## config.mk

```make
export PLATFORM = sky130hd
export DESIGN_NAME = round_controller_flat
export DESIGN_NICKNAME = d
export VERILOG_FILES = /design/src/rtl/round_controller_if.sv /design/src/rtl/round_controller.sv /design/src/flat_wrapper.sv
export SDC_FILE = /design/constraint.sdc
export NUM_CORES = 1
export LEC_CHECK = 0
export ABC_CLOCK_PERIOD_IN_PS = 5900
export CAP_MARGIN = 20
export CORE_ASPECT_RATIO = 0.7
export CORE_MARGIN = 8
export CORE_UTILIZATION = 35
export DETAILED_ROUTE_END_ITERATION = 7
export GPL_ROUTABILITY_DRIVEN = 0
export PLACE_DENSITY = 0.54
export SLEW_MARGIN = 10
export SYNTH_ARGS = -nofsm -noshare
export SYNTH_HDL_FRONTEND = slang
export SYNTH_SLANG_ARGS = --single-unit
```

## constraint.sdc

```tcl
create_clock -name clk -period 5.9 [get_ports clk]
set_input_delay 1.475 -clock clk [delete_from_list [all_inputs] [get_ports clk]]
set_output_delay 1.475 -clock clk [all_outputs]
set_load 0.02 [all_outputs]
```

## src/rtl/round_controller_if.sv

```systemverilog
// Game-round control bundle: player inputs and start in, door/lives/timer/status out.
interface round_controller_if;
  logic       start;
  logic [1:0] player_1_pos;
  logic [1:0] player_2_pos;
  logic [1:0] correct_door_1;
  logic [1:0] correct_door_2;
  logic [1:0] p1_lives;
  logic [1:0] p2_lives;
  logic [3:0] seconds;
  logic       time_up;
  logic       resume;
  logic       game_over;
  logic [1:0] winner;

  modport master (
    output start, player_1_pos, player_2_pos,
    input  correct_door_1, correct_door_2, p1_lives, p2_lives,
           seconds, time_up, resume, game_over, winner
  );

  modport slave (
    input  start, player_1_pos, player_2_pos,
    output correct_door_1, correct_door_2, p1_lives, p2_lives,
           seconds, time_up, resume, game_over, winner
  );
endinterface

```

## src/rtl/round_controller.sv

```systemverilog
// Round sequencer: picks doors from a free-running LFSR, times each round, judges both
// players at time-up, tracks lives and runs the inter-round pause and game-over states.
module round_controller #(
  parameter int         SEC_CYCLES   = 25_000_000,
  parameter int         ROUND_SECS   = 10,
  parameter int         PAUSE_CYCLES = 25_000_000,
  parameter int         START_LIVES  = 3,
  parameter logic [7:0] LFSR_SEED    = 8'hA5
) (
  input  logic              clk,
  input  logic              reset,
  round_controller_if.slave bus
);

  typedef enum logic [2:0] {IDLE, PLAY, JUDGE, PAUSE, OVER} state_e;

  // One counter serves both the seconds prescaler and the pause timer.
  localparam int CNT_MAX = (SEC_CYCLES > PAUSE_CYCLES) ? SEC_CYCLES : PAUSE_CYCLES;
  localparam int CNT_W   = (CNT_MAX > 1) ? $clog2(CNT_MAX) : 1;

  localparam logic [CNT_W-1:0] SEC_LAST   = CNT_W'(SEC_CYCLES - 1);
  localparam logic [CNT_W-1:0] PAUSE_LAST = CNT_W'(PAUSE_CYCLES - 1);
  localparam logic [3:0]       SECS_END   = 4'(ROUND_SECS);
  localparam logic [1:0]       LIVES_INIT = 2'(START_LIVES);

  state_e           state_q, state_d;
  logic [7:0]       lfsr_q, lfsr_d;
  logic [CNT_W-1:0] cnt_q, cnt_d;
  logic [1:0]       door1_q, door1_d;
  logic [1:0]       door2_q, door2_d;
  logic [1:0]       p1_q, p1_d;
  logic [1:0]       p2_q, p2_d;
  logic [3:0]       secs_q, secs_d;
  logic             time_up_q, time_up_d;
  logic             resume_q, resume_d;
  logic             over_q, over_d;
  logic [1:0]       winner_q, winner_d;

  logic [1:0] p1_judged, p2_judged;
  logic       lfsr_fb;

  // Lives saturate at zero so a wrong answer can never wrap a 2-bit count.
  assign p1_judged = (bus.player_1_pos != door1_q && p1_q != 2'd0) ? p1_q - 2'd1 : p1_q;
  assign p2_judged = (bus.player_2_pos != door2_q && p2_q != 2'd0) ? p2_q - 2'd1 : p2_q;

  assign lfsr_fb = lfsr_q[7] ^ lfsr_q[5] ^ lfsr_q[4] ^ lfsr_q[3];

  always_comb begin
    // NOTE: every _d gets its hold value first so no path through the case can infer a latch.
    state_d   = state_q;
    lfsr_d    = {lfsr_q[6:0], lfsr_fb};
    cnt_d     = cnt_q;
    door1_d   = door1_q;
    door2_d   = door2_q;
    p1_d      = p1_q;
    p2_d      = p2_q;
    secs_d    = secs_q;
    time_up_d = time_up_q;
    resume_d  = 1'b0;
    over_d    = over_q;
    winner_d  = winner_q;

    unique case (state_q)
      IDLE, OVER: begin
        if (bus.start) begin
          state_d   = PLAY;
          cnt_d     = '0;
          door1_d   = lfsr_q[1:0];
          door2_d   = lfsr_q[3:2];
          p1_d      = LIVES_INIT;
          p2_d      = LIVES_INIT;
          secs_d    = 4'd0;
          time_up_d = 1'b0;
          over_d    = 1'b0;
          winner_d  = 2'b00;
        end
      end

      PLAY: begin
        if (cnt_q == SEC_LAST) begin
          cnt_d  = '0;
          secs_d = secs_q + 4'd1;
          if (secs_q + 4'd1 == SECS_END) begin
            state_d   = JUDGE;
            time_up_d = 1'b1;
          end
        end else begin
          cnt_d = cnt_q + CNT_W'(1);
        end
      end

      JUDGE: begin
        p1_d  = p1_judged;
        p2_d  = p2_judged;
        cnt_d = '0;
        if (p1_judged == 2'd0 || p2_judged == 2'd0) begin
          state_d  = OVER;
          over_d   = 1'b1;
          // Bit 1 flags player 1 out, bit 0 player 2 out, so the survivor is the winner.
          winner_d = {p1_judged == 2'd0, p2_judged == 2'd0};
        end else begin
          state_d = PAUSE;
        end
      end

      PAUSE: begin
        if (cnt_q == PAUSE_LAST) begin
          state_d   = PLAY;
          cnt_d     = '0;
          resume_d  = 1'b1;
          time_up_d = 1'b0;
          secs_d    = 4'd0;
          door1_d   = lfsr_q[1:0];
          door2_d   = lfsr_q[3:2];
        end else begin
          cnt_d = cnt_q + CNT_W'(1);
        end
      end

      default: state_d = IDLE;
    endcase
  end

  // NOTE: state registers use non-blocking assignments so every flop samples pre-edge values.
  always_ff @(posedge clk or negedge reset) begin
    if (!reset) begin
      state_q   <= IDLE;
      lfsr_q    <= LFSR_SEED;
      cnt_q     <= '0;
      door1_q   <= 2'b00;
      door2_q   <= 2'b00;
      p1_q      <= LIVES_INIT;
      p2_q      <= LIVES_INIT;
      secs_q    <= 4'd0;
      time_up_q <= 1'b0;
      resume_q  <= 1'b0;
      over_q    <= 1'b0;
      winner_q  <= 2'b00;
    end else begin
      state_q   <= state_d;
      lfsr_q    <= lfsr_d;
      cnt_q     <= cnt_d;
      door1_q   <= door1_d;
      door2_q   <= door2_d;
      p1_q      <= p1_d;
      p2_q      <= p2_d;
      secs_q    <= secs_d;
      time_up_q <= time_up_d;
      resume_q  <= resume_d;
      over_q    <= over_d;
      winner_q  <= winner_d;
    end
  end

  assign bus.correct_door_1 = door1_q;
  assign bus.correct_door_2 = door2_q;
  assign bus.p1_lives       = p1_q;
  assign bus.p2_lives       = p2_q;
  assign bus.seconds        = secs_q;
  assign bus.time_up        = time_up_q;
  assign bus.resume         = resume_q;
  assign bus.game_over      = over_q;
  assign bus.winner         = winner_q;

endmodule

```

## src/flat_wrapper.sv

```systemverilog
// flat-port wrapper written by rule: the top's interface ports become plain ports
module round_controller_flat 
#(
  parameter int         SEC_CYCLES   = 25_000_000,
  parameter int         ROUND_SECS   = 10,
  parameter int         PAUSE_CYCLES = 25_000_000,
  parameter int         START_LIVES  = 3,
  parameter logic [7:0] LFSR_SEED    = 8'hA5
)
  (clk, reset, bus_start, bus_player_1_pos, bus_player_2_pos, bus_correct_door_1, bus_correct_door_2, bus_p1_lives, bus_p2_lives, bus_seconds, bus_time_up, bus_resume, bus_game_over, bus_winner);
  round_controller_if bus_i ();
  input  logic clk;
  input  logic reset;
  input wire logic [$bits(bus_i.start)-1:0] bus_start;
  input wire logic [$bits(bus_i.player_1_pos)-1:0] bus_player_1_pos;
  input wire logic [$bits(bus_i.player_2_pos)-1:0] bus_player_2_pos;
  output wire logic [$bits(bus_i.correct_door_1)-1:0] bus_correct_door_1;
  output wire logic [$bits(bus_i.correct_door_2)-1:0] bus_correct_door_2;
  output wire logic [$bits(bus_i.p1_lives)-1:0] bus_p1_lives;
  output wire logic [$bits(bus_i.p2_lives)-1:0] bus_p2_lives;
  output wire logic [$bits(bus_i.seconds)-1:0] bus_seconds;
  output wire logic [$bits(bus_i.time_up)-1:0] bus_time_up;
  output wire logic [$bits(bus_i.resume)-1:0] bus_resume;
  output wire logic [$bits(bus_i.game_over)-1:0] bus_game_over;
  output wire logic [$bits(bus_i.winner)-1:0] bus_winner;
  assign bus_i.start = bus_start;
  assign bus_i.player_1_pos = bus_player_1_pos;
  assign bus_i.player_2_pos = bus_player_2_pos;
  assign bus_correct_door_1 = bus_i.correct_door_1;
  assign bus_correct_door_2 = bus_i.correct_door_2;
  assign bus_p1_lives = bus_i.p1_lives;
  assign bus_p2_lives = bus_i.p2_lives;
  assign bus_seconds = bus_i.seconds;
  assign bus_time_up = bus_i.time_up;
  assign bus_resume = bus_i.resume;
  assign bus_game_over = bus_i.game_over;
  assign bus_winner = bus_i.winner;
  round_controller #(.SEC_CYCLES(SEC_CYCLES), .ROUND_SECS(ROUND_SECS), .PAUSE_CYCLES(PAUSE_CYCLES), .START_LIVES(START_LIVES), .LFSR_SEED(LFSR_SEED)) u_core (.clk(clk), .reset(reset), .bus(bus_i));
endmodule
```

Word level (Yosys, flattened, before mapping)

Cells that the tools add are included.

Register bits: 53
Bits in writable memories: 0
Bits in latches: 0
Bits in read-only memories: 0
Memories kept: 0
Logic and storage cells: 89

Bitwise gates (word level): 3
Shift-type cells: 0
Magnitude comparators: 0
$mul: 0
Equality and inequality tests: 13
Muxes and demuxes: 36
Reduce and logical (&&, ||, !) cells: 21
Add/sub/neg operators: 4
Div/mod/pow operators: 0

Operators by type and width:

| cell                    | count |
|---|---|
| $pmux W25 S3            | 1 |
| $mux W25                | 2 |
| $add A25 B1 Y25 const B | 1 |
| $eq A25 B25 Y1 const B  | 1 |
| $pmux W2 S2             | 5 |
| $mux W2                 | 9 |
| $mux W3                 | 5 |
| $mux W4                 | 3 |
| $pmux W3 S4             | 1 |
| $pmux W4 S3             | 1 |
| $ne A2 B1 Y1 const B    | 4 |
| $reduce_and A4 Y1       | 2 |
| $reduce_bool A2 Y1      | 4 |
| $mux W1                 | 7 |
| $eq A3 B2 Y1 const B    | 2 |
| $reduce_and A3 Y1       | 2 |
| $reduce_bool A3 Y1      | 2 |
| $reduce_and A5 Y1       | 1 |
| $add A4 B1 Y4 const B   | 1 |
| $eq A4 B4 Y1 const B    | 1 |
| $logic_not A2 Y1        | 2 |
| $ne A2 B2 Y1            | 2 |
| $reduce_and A2 Y1       | 2 |
| $reduce_or A2 Y1        | 2 |
| other kinds (10)        | 14 |

Logic depth before layout (Yosys ltp)

Depth after elaboration: 7
Gate-level depth with buffers: 7

Worst setup path after synthesis

OpenSTA, ideal clock, no wires.

Kind: in2reg
Start: input bus_start
End: register u_core.state_q[2]
Slack: 3132 ps
Stages on the path: 5
Path buffers: 0
Arrival time: 2647 ps
Path through: nor2_1 > a211oi_1 > nand2_1 > or3_1 > a32o_1

Word-level cells in the longest chain between the ends: 2

Ends and longest elaborated chain:

| what                               | RTL line                | RTL |
|---|---|---|
| start, declared                    | flat_wrapper.sv:14      | `input wire logic [$bits(bus_i.start)-1:0] bus_start;` |
| $ne A2 B2 Y1 (no source line)      | -                       |  |
| $reduce_and A4 Y1 (no source line) | -                       |  |
| end signal, assigned               | round_controller.sv:140 | `state_q <= state_d;` |
| end, declared                      | round_controller.sv:26  | `state_e state_q, state_d;` |

No other way between the ends.
A chain may end at the register's enable or synchronous reset.

Worst setup path after layout

Ends and elaborated chain as after synthesis.

==> flow_summary.toml <==
[outcome]
outcome = "finished, final reports clean"

[global_routing]
grt_max_degree = 54
grtUsageTotal_pct = 11.67
antenna_found_initial = 0
grt_pass1_wl_um = 10290
grt_pass1_vias = 2021
grt.overflow.total = 0

[sta]
max_freq_ghz = 0.3154
skew_ns = 0.01288
period_share_pct = 53.73
slew_headroom_pct = 44.60
setup_viol = 0
rsz0062_at_grt = "no"
worstMarginPinSlew_ns = 0.8242
period_needed_ns = 3.170
hold_violations = 0
setup_tns_ns = 0
finalMaxSlewViolations = 0

[floorplan]
dieArea_um2 = 10890
die_y_um = 89.74
die_w_um = 121.3
start_util_pct = 35.30
core_area_um2 = 7702
rows = 27
boundaryPins = 24

[clock_tree]
cts_buffers = 5
cts_hold_buf = 0
cts_tree = "done"
clock-sinks = 53
cts.reportedPaths.clkPinSlew_ns = 0.10
cts_max_level = 2
clk_latency_ns = 0.32
cts_buffer_depth = 2
cts_setup_buffers = 0
cts_resized = 0
cts_root_buf = "clkbuf_8"

[final_layout]
drive_gt1_share_pct = 12.29
n_antenna_cell = 0
nets = 312
multi_input_area_um2 = 1313
n_fill_cell = 777
final_cell_count_no_fill = 402
seqCellArea_um2 = 1336
syn_to_final_growth_pct = 18.04

[drt]
drcViolationCount = 0
vias = 2155
routed_via_density = 5.361
routed_wl_um = 6123
wl_per_cell_um = 15.23
drt_first_pass_iters = 4
drt_iter0_drc = 174
postRouteAntennaNets = 0

[critical_path]
critPathMaxStageDelay_ns = 0.52
cp_cell_sequence = "clkdlybuf4s50_1 > nor2_1 > a211oi_1 > nand2_1 > or3_1 > a32o_1"
cp_data_arrival_time_ns = 3.37
slowest_stage = "clkdlybuf4s50_1"
path_max_fanout = 5
crit_type = "input pin to register"
critical_path_required_ns = 6.10
end_kind = "register"
start_kind = "input pin"

[synth]
ys_ff_latch = 53
ys_seq_area_share_pct = 49.15
synth_ff_type = "dfrtp_1"
synth.avg_cell_area_um2 = 9.959
synth_cells = 273
synth_warnings = 0
synthesis.nets = 285
netlist_area_um2 = 2719
synth_edf_count = 0
synth_cell_types = 48
async_flop_share_pct = 100.0

[job]
cap_violations = 0

[worst_hold_path]
hold_class = "register to register"

[place]
hpwl_um = 4226
dp.cells = 394
io_buffers = 23

[power]
ir_drop_mv = 0.1510
finalPower_uw = 684.3
p_leak_uw = 0.001371
pwr_density_cell_nw_per_um2 = 213.2
==> worst paths after layout <==
| path | start | end | slack [ns] | cells past startpoint |
|---|---|---|---|---|
| hold / removal | u_core.lfsr_q[6] | u_core.lfsr_q[7] | 0.36 | 0 |
| setup / recovery | bus_start | u_core.state_q[2] | 2.73 | 6 |
| max in group asynchronous | reset | u_core.bus.game_over | 4.16 | 2 |
| hold reg to reg | u_core.lfsr_q[6] | u_core.lfsr_q[7] | 0.36 | 0 |
| min in group asynchronous | reset | u_core.bus.correct_door_1[1] | 1.26 | 2 |
| setup reg to reg | u_core.cnt_q[10] | u_core.bus.correct_door_1[1] | 3.24 | 5 |
==> stage by stage <==
| stage | instance area (um2) | worst slack [ns] | utilization, % | hold slack (ns) |
|---|---|---|---|---|
| after floorplan | 2719 | 3.132 | - | 0.3330 |
| after detailed placement | 3075 | 2.412 | 39.93 | 0.3446 |
| after global routing | 3209 | 2.575 | 41.67 | 0.3682 |
| final | 3209 | 2.730 | 41.67 | 0.3607 |
| after CTS | 3209 | 2.744 | 41.67 | 0.3663 |
| after global placement | 3075 | 2.501 | 39.93 | 0.3357 |
==> cell usage after synthesis, drive strengths merged (6+ instances only) <==
cell type	n	share of area, %
nor2	18	2.5
nand4	9	2.6
and3	7	1.6
nand2	23	3.2
a31oi	17	3.9
inv	12	1.7
dfrtp	45	41
xnor2	7	2.3
mux2	6	2.5
dfstp	8	7.7
o21ai	20	3.8
a21oi	16	2.9
nand3	14	2.6
==> layout by cell type, fill, tap and decap left out, types with 5 or more instances in the layout <==
cell type,n
xor2_1,5
nand4_1,8
mux2_2,6
nor3_1,5
dfrtp_1,45
clkbuf_8,5
and3_1,7
a31oi_1,17
a21oi_1,15
nor2_1,18
inv_1,12
nand2_1,23
o21ai_0,19
clkdlybuf4s50_1,22
xnor2_1,7
ha_1,5
dfstp_2,8
nand2b_1,5
nand3_1,14
==> power by group <==
part,leakage (uW),switching [uW],total [uW],internal (uW)
Sequential,0.000635,0.866,366,365
Clock,0.0000681,128,297,169
Combinational,0.000668,13.5,21.9,8.37
==> cells by family after synthesis <==
kind of cell | share of synthesized area [%]
compound gates | 17.67
xor+xnor | 3.866
fa+ha+maj | 2.301
buf+inv | 2.715
flops | 49.15
mux | 3.589
simple gates | 20.71
==> registers in the layout, summed over array words and instances (netlist names) <==
name / cells
u_core.bus.time_up: 1
u_core.bus.seconds: 4
u_core.bus.correct_door_2: 2
u_core.bus.correct_door_1: 2
u_core.bus.winner: 2
u_core.bus.resume: 1
u_core.cnt_q: 25
u_core.bus.game_over: 1
u_core.bus.p1_lives: 2
u_core.bus.p2_lives: 2
u_core.state_q: 3
u_core.lfsr_q: 8
==> critical path, delay by kind of cell <==
kind	cells	cell delay [ns]
AND/OR/NAND/NOR	3	0.71
AO/OA/AOI/OAI	2	0.66
buffers and inverters	1	0.52
==> layer usage <==
metal  part of all wire, %  global-route usage (%)  wire length, um  up-vias
li1                      -                       -                -     1060
met1                    54                   17.24             3333     1053
met2                    41                   15.79             2504       37
met3                   3.7                   3.248              225        5
met4                  0.96                   3.685               59        0
met5                     0                       0                0        -
==> layout make-up <==
| cell class | count | area share, % |
|---|---|---|
| clock buffer | 5 | 2.144 |
| clock inverter | 3 | 2.027 |
| inverter | 12 | 1.404 |
| multi-input combinational | 201 | 40.90 |
| sequential | 53 | 41.64 |
| tap | 101 | 3.938 |
| timing repair buffer | 27 | 7.953 |
Power figures use the tool's default switching activity.
